## src/rtl/axi4_mult_pkg.sv

```systemverilog
// Shared types and constants for the AXI4 multiplier master.
package axi4_mult_pkg;

   // Sequencer states: write A, write B, read product, present result.
   typedef enum logic [3:0] {
      StIdle,
      StAwA,
      StWA,
      StBA,
      StAwB,
      StWB,
      StBB,
      StAr,
      StR,
      StDone
   } state_e;

   // Slave register map: operands at 0 and 1, product read back from 0.
   localparam int unsigned ADDR_A   = 0;
   localparam int unsigned ADDR_B   = 1;
   localparam int unsigned ADDR_RES = 0;

   // This slave encodes a good response as 1.
   localparam logic OK_RESP = 1'b1;

endpackage

```

## src/rtl/axi4_burst_ser.sv

```systemverilog
// Serialises one SZ-bit word into SZ/DSZ write beats, LSB first, with wlast.
module axi4_burst_ser
   import axi4_mult_pkg::*;
#(
   parameter int unsigned SZ  = 32,
   parameter int unsigned DSZ = 8
) (
   input  logic           clk,
   input  logic           rst,
   input  logic           load,
   input  logic [SZ-1:0]  word,
   output logic [DSZ-1:0] wdata,
   output logic           wvalid,
   output logic           wlast,
   input  logic           wready
);

   localparam int unsigned NB = SZ / DSZ;
   localparam int unsigned CW = (NB > 1) ? $clog2(NB) : 1;

   logic [SZ-1:0] shift;
   logic [CW-1:0] beat;

   // Load presents beat 0 at once; each accepted beat exposes the next until wlast is taken.
   always_ff @(posedge clk) begin
      if (rst) begin
         shift  <= '0;
         beat   <= '0;
         wdata  <= '0;
         wvalid <= 1'b0;
         wlast  <= 1'b0;
      end else if (load) begin
         shift  <= word >> DSZ;
         beat   <= '0;
         wdata  <= word[DSZ-1:0];
         wvalid <= 1'b1;
         wlast  <= (NB == 1);
      end else if (wvalid && wready) begin
         if (wlast) begin
            wvalid <= 1'b0;
            wlast  <= 1'b0;
            wdata  <= '0;
         end else begin
            shift <= shift >> DSZ;
            beat  <= beat + 1'b1;
            wdata <= shift[DSZ-1:0];
            wlast <= (beat == CW'(NB - 2));
         end
      end
   end

endmodule

```

## src/rtl/axi4_mult_master.sv

```systemverilog
// AXI4 master that writes two operands to a multiplier slave and reads back the product.
module axi4_mult_master
   import axi4_mult_pkg::*;
#(
   parameter int unsigned SZ  = 32,
   parameter int unsigned ASZ = 2,
   parameter int unsigned DSZ = 8
) (
   input  logic            clk,
   input  logic            rst,
   input  logic            cmd_valid,
   output logic            cmd_ready,
   input  logic [SZ-1:0]   cmd_a,
   input  logic [SZ-1:0]   cmd_b,
   output logic            res_valid,
   input  logic            res_ready,
   output logic [2*SZ-1:0] res,
   output logic            res_err,
   output logic [ASZ-1:0]  awaddr,
   output logic            awvalid,
   input  logic            awready,
   output logic [DSZ-1:0]  wdata,
   output logic            wvalid,
   output logic            wlast,
   input  logic            wready,
   input  logic            bresp,
   input  logic            bvalid,
   output logic            bready,
   output logic [ASZ-1:0]  araddr,
   output logic            arvalid,
   input  logic            arready,
   input  logic [DSZ-1:0]  rdata,
   input  logic            rvalid,
   input  logic            rlast,
   input  logic            rresp,
   output logic            rready
);

   localparam int unsigned NB  = SZ / DSZ;
   localparam int unsigned RB  = 2 * NB;
   localparam int unsigned RCW = $clog2(RB + 1);

   state_e         state;
   logic [SZ-1:0]  op_a;
   logic [SZ-1:0]  op_b;
   logic [RCW-1:0] rcnt;
   logic           ser_load;
   logic [SZ-1:0]  ser_word;
   logic           w_done;

   // Hand the operand over on the AW handshake so beat 0 is on the bus the next cycle.
   assign ser_load = awvalid && awready;
   assign ser_word = (state == StAwB) ? op_b : op_a;
   assign w_done   = wvalid && wready && wlast;

   axi4_burst_ser #(
      .SZ  (SZ),
      .DSZ (DSZ)
   ) u_ser (
      .clk    (clk),
      .rst    (rst),
      .load   (ser_load),
      .word   (ser_word),
      .wdata  (wdata),
      .wvalid (wvalid),
      .wlast  (wlast),
      .wready (wready)
   );

   // Transaction sequencer; every interface output is a flop set on the edge entering its state.
   always_ff @(posedge clk) begin
      if (rst) begin
         state     <= StIdle;
         cmd_ready <= 1'b1;
         res_valid <= 1'b0;
         res       <= '0;
         res_err   <= 1'b0;
         awvalid   <= 1'b0;
         awaddr    <= '0;
         bready    <= 1'b0;
         arvalid   <= 1'b0;
         araddr    <= '0;
         rready    <= 1'b0;
         op_a      <= '0;
         op_b      <= '0;
         rcnt      <= '0;
      end else begin
         unique case (state)
            StIdle: begin
               if (cmd_valid && cmd_ready) begin
                  op_a      <= cmd_a;
                  op_b      <= cmd_b;
                  res_err   <= 1'b0;
                  res       <= '0;
                  cmd_ready <= 1'b0;
                  awvalid   <= 1'b1;
                  awaddr    <= ASZ'(ADDR_A);
                  state     <= StAwA;
               end
            end
            StAwA: begin
               if (awready) begin
                  awvalid <= 1'b0;
                  awaddr  <= '0;
                  state   <= StWA;
               end
            end
            StWA: begin
               if (w_done) begin
                  bready <= 1'b1;
                  state  <= StBA;
               end
            end
            StBA: begin
               if (bvalid) begin
                  bready <= 1'b0;
                  if (bresp != OK_RESP) res_err <= 1'b1;
                  awvalid <= 1'b1;
                  awaddr  <= ASZ'(ADDR_B);
                  state   <= StAwB;
               end
            end
            StAwB: begin
               if (awready) begin
                  awvalid <= 1'b0;
                  awaddr  <= '0;
                  state   <= StWB;
               end
            end
            StWB: begin
               if (w_done) begin
                  bready <= 1'b1;
                  state  <= StBB;
               end
            end
            StBB: begin
               if (bvalid) begin
                  bready <= 1'b0;
                  if (bresp != OK_RESP) res_err <= 1'b1;
                  arvalid <= 1'b1;
                  araddr  <= ASZ'(ADDR_RES);
                  state   <= StAr;
               end
            end
            StAr: begin
               if (arready) begin
                  arvalid <= 1'b0;
                  araddr  <= '0;
                  rready  <= 1'b1;
                  rcnt    <= '0;
                  state   <= StR;
               end
            end
            StR: begin
               if (rvalid) begin
                  // Beats past the product width are dropped; the count sticks at RB.
                  if (rcnt < RCW'(RB)) res[int'(rcnt)*DSZ +: DSZ] <= rdata;
                  if (rcnt != RCW'(RB)) rcnt <= rcnt + 1'b1;
                  if (rresp != OK_RESP) res_err <= 1'b1;
                  if (rlast) begin
                     if (rcnt != RCW'(RB - 1)) res_err <= 1'b1;
                     rready    <= 1'b0;
                     res_valid <= 1'b1;
                     state     <= StDone;
                  end
               end
            end
            StDone: begin
               if (res_ready) begin
                  res_valid <= 1'b0;
                  cmd_ready <= 1'b1;
                  state     <= StIdle;
               end
            end
            default: state <= StIdle;
         endcase
      end
   end

endmodule

```

## config.mk

```make
export PLATFORM = sky130hd
export DESIGN_NAME = axi4_mult_master
export DESIGN_NICKNAME = d
export VERILOG_FILES = /design/src/rtl/axi4_mult_pkg.sv /design/src/rtl/axi4_burst_ser.sv /design/src/rtl/axi4_mult_master.sv
export SDC_FILE = /design/constraint.sdc
export NUM_CORES = 1
export LEC_CHECK = 0
export CORE_MARGIN = 2
export CORE_UTILIZATION = 45
export CTS_CLUSTER_SIZE = 25
export DETAILED_ROUTE_END_ITERATION = 12
export HOLD_SLACK_MARGIN = 0.15
export PLACE_DENSITY = 0.8
export SKIP_CTS_REPAIR_TIMING = 1
export SYNTH_ARGS = -nofsm -noshare
export SYNTH_HDL_FRONTEND = slang
export SYNTH_HIERARCHICAL = 1
export SYNTH_SLANG_ARGS = --single-unit
```

## constraint.sdc

```tcl
create_clock -name clk -period 3.15 [get_ports clk]
set_input_delay 0.63 -clock clk [delete_from_list [all_inputs] [get_ports clk]]
set_output_delay 0.63 -clock clk [all_outputs]
set_load 0.02 [all_outputs]
```

==> impl_metrics.tcl <==
set metrics [dict create \
    outcome "finished clean" \
    cp_data_required_time_ns 3.51 \
    drt_iter0_markers 458 \
    holdWs_ns 0.452 \
    arrival_ns 2.90 \
    die_area_sq_um 18100 \
    cts_tree "yes" \
    die_x_um 135 \
    htree_num_levels 4 \
    final_net_count 1106 \
    drtPass1Iterations 5 \
    synth_async_sr_flop_share_pct 0 \
    dieHeight_um 135 \
    crit_path_max_incr_delay_ns 0.58 \
    seq_area_sq_um 3600 \
    syn_area_per_cell_sq_um 8.73 \
    multiInputGateArea_sq_um 3690 \
    grt_pass1_vias 6617 \
    cts-root-buf "clkbuf_16" \
    startpoint_type "flip-flop" \
    vias 6879 \
    syn_to_final_growth_pct 30.0 \
    ys_types 67 \
    grtUsageTotal_pct 23.0 \
    synth_edf_count 0 \
    postSynthRegisterBits 180 \
    powerDensity_nw_per_um2 644 \
    hold_class "flip-flop to flip-flop" \
    yosysTopAreaCellShare_pct 46.9 \
    period_minus_slack_ns 2.55 \
    routabilityCongestion 0.898 \
    avgRoutedWirePerCell_um 16.7 \
    skew_ns 0.00782 \
    cts_made_buffers 17 \
    crit_buf_inv 1 \
    finalCritPeriodShare_pct 80.8 \
    worst_pin_slew_ns 0.706 \
    fillCellCount 1443 \
    cp_slowest_cell "dfxtp_1" \
    rsz0062_at_grt "false" \
    via_per_inst 5.51 \
    maxSlewHeadroom_pct 52.9 \
    syn_inst 881 \
    fin_setup_tns_ns 0 \
    syn_area_sq_um 7690 \
    synth_warnings 6 \
    endpoint_kind "flip-flop" \
    drv_slew 0 \
    post-route-drc-count 0 \
    clkLatencyLatePin_ns 0.43 \
    synthFlopType "dfxtp_1" \
    cts.path.max_buffers 2 \
    antenna_found_initial 1 \
    rows 47 \
    cts.reportedPaths.clkPinSlew_ns 0.07 \
    clock_sinks 180 \
    cpLargestDelayFamily "simple AND/OR/NAND/NOR gates" \
    dp_hpwl_mm 14.3 \
    ant_nets 0 \
    hold_viol 0 \
    fmax_mhz 393 \
    cp_cell_sequence "inv_1, ha_1, xnor2_1, o2111ai_2, nor3_1, nand2_1, mux2i_1" \
    core_sq_um 16600 \
    final_layout_size_suffix_gt1_share_pct 11.0 \
    max-vdd-ir-drop_uv 496 \
    pin_count 169 \
    grt_pass1_wl_mm 33.3 \
    critPathKind "flip-flop to flip-flop" \
    max-cap-violations 0 \
    start_util_pct 46.2 \
    power.leakage_nw 3.50 \
    crit_fanout 13 \
    wl_mm 20.9 \
    port_buffers 165 \
    synth.area.top_cells "dfxtp_1, nand2_1, a21oi_1, a22o_1, mux2_2" \
    final-setup-viol-count 0 \
    yosysTopAreaCell "dfxtp_1" \
    ys_seq_area_share_pct 46.9 \
    grt_max_degree 66 \
    grt-ovfl-total 0 \
]
[worst paths after layout]
| path | from | end | slack (ns) | cells after the start |
|---|---|---|---|---|
| worst min register to register | op_b[26]$_SDFFE_PP0P_ | op_b[26]$_SDFFE_PP0P_ | 0.45 | 2 |
| worst max register to register | rcnt[0]$_SDFFE_PP0P_ | res[35]$_SDFFE_PP0P_ | 0.60 | 7 |
| worst max-delay path | rcnt[0]$_SDFFE_PP0P_ | res[35]$_SDFFE_PP0P_ | 0.60 | 7 |
| worst min-delay path | op_b[26]$_SDFFE_PP0P_ | op_b[26]$_SDFFE_PP0P_ | 0.45 | 2 |
[placed cells by master, fill, tap and decap left out, types with 4 or more instances in the layout]
cell	count
a211oi_1	4
a21oi_1	95
a21oi_2	9
a221oi_1	8
a221oi_2	9
a22o_1	40
a22oi_1	14
a31oi_1	12
buf_4	17
clkbuf_16	17
clkdlybuf4s50_1	164
clkinv_2	5
dfxtp_1	180
ha_1	6
inv_1	26
mux2_1	4
mux2_2	28
mux2i_1	6
nand2_1	203
nand3_1	21
nand3b_1	22
nor2_1	36
nor3_1	10
o21ai_0	9
o21ai_1	4
o22ai_1	5
[cell type report]
class | count | area share [%]
Antenna cell | 1 | 0.0250
Clock buffer | 19 | 4.33
Clock inverter | 12 | 1.05
Inverter | 26 | 0.977
Multi-Input combinational cell | 609 | 36.9
Sequential cell | 180 | 36.1
Tap cell | 220 | 2.75
Timing Repair Buffer | 182 | 17.9
[cells in the mapped netlist (all sizes together) (13+ instances only)]
master and n:
nand3b 22, o21ai 13, nand3 21, a22o 40, inv 26, clkbuf 32, a22oi 14, nor2 37
mux2 32, nand2 205, a221oi 17, buf 36, a21oi 104, dfxtp 180
[cells by family (layout without fill, tap and decap cells)]
kind of cell | count (synthesis) | in the layout | share of synthesized area (%)
AO/OA/AOI/OAI | 226 | 226 | 20.6
XOR/XNOR | 4 | 4 | 0.553
adder cells (fa/ha/maj) | 6 | 6 | 0.976
buffers and inverters | 94 | 239 | 5.42
flip-flops | 180 | 180 | 46.9
multiplexers | 38 | 38 | 5.47
other | 1 | 4 | 0.0488
AND/OR/NAND/NOR | 332 | 332 | 20.1
[registers in the layout (all words and copies together), names as in the netlist]
signal and count:
arvalid 1, awaddr 1, awvalid 1, bready 1, cmd_ready 1, op_a 32
op_b 32, rcnt 4, res 64, res_err 1, res_valid 1, rready 1
state 4, u_ser/beat 2, u_ser/shift 24, u_ser/wdata 8, u_ser/wlast 1, u_ser/wvalid 1
[per-layer routing]
metal  share of wire (%)  track usage (%)  vias to the layer above  wire length, um
met5                   0                0                        -                0
met4                 2.9             8.89                        0              608
met3                 4.5             4.80                       43              940
met2                  49             38.7                      184            10300
met1                  43             28.9                     3303             9060
li1                    -                -                     3349                -
[power by group]
group	internal, mW	leakage [nW]	switching [mW]
Sequential	2.53	1.46	0.209
Clock	1.08	0.264	0.885
Combinational	0.671	1.78	1.05
[per-stage QoR]
step           area, sq um  total power, mW  std cells  utilization (%)  setup WS (ns)
6_report              9990             6.43       1249             60.0          0.604
5_1_grt               9990             6.78       1249             60.0          0.400
4_1_cts               9990             6.46       1248             60.0          0.634
3_5_place_dp          9450             4.49       1217             56.8          0.468
3_3_place_gp          9450             4.45       1217             56.8          0.544
2_1_floorplan         7700             3.97        883                -          0.830
[worst min-delay path, cell delays in order (launching register included)]
cell and delay, ns:
dfxtp_1 0.31, nand2_1 0.05, a21oi_1 0.05
No activity file was read; power rests on OpenSTA's default activity.
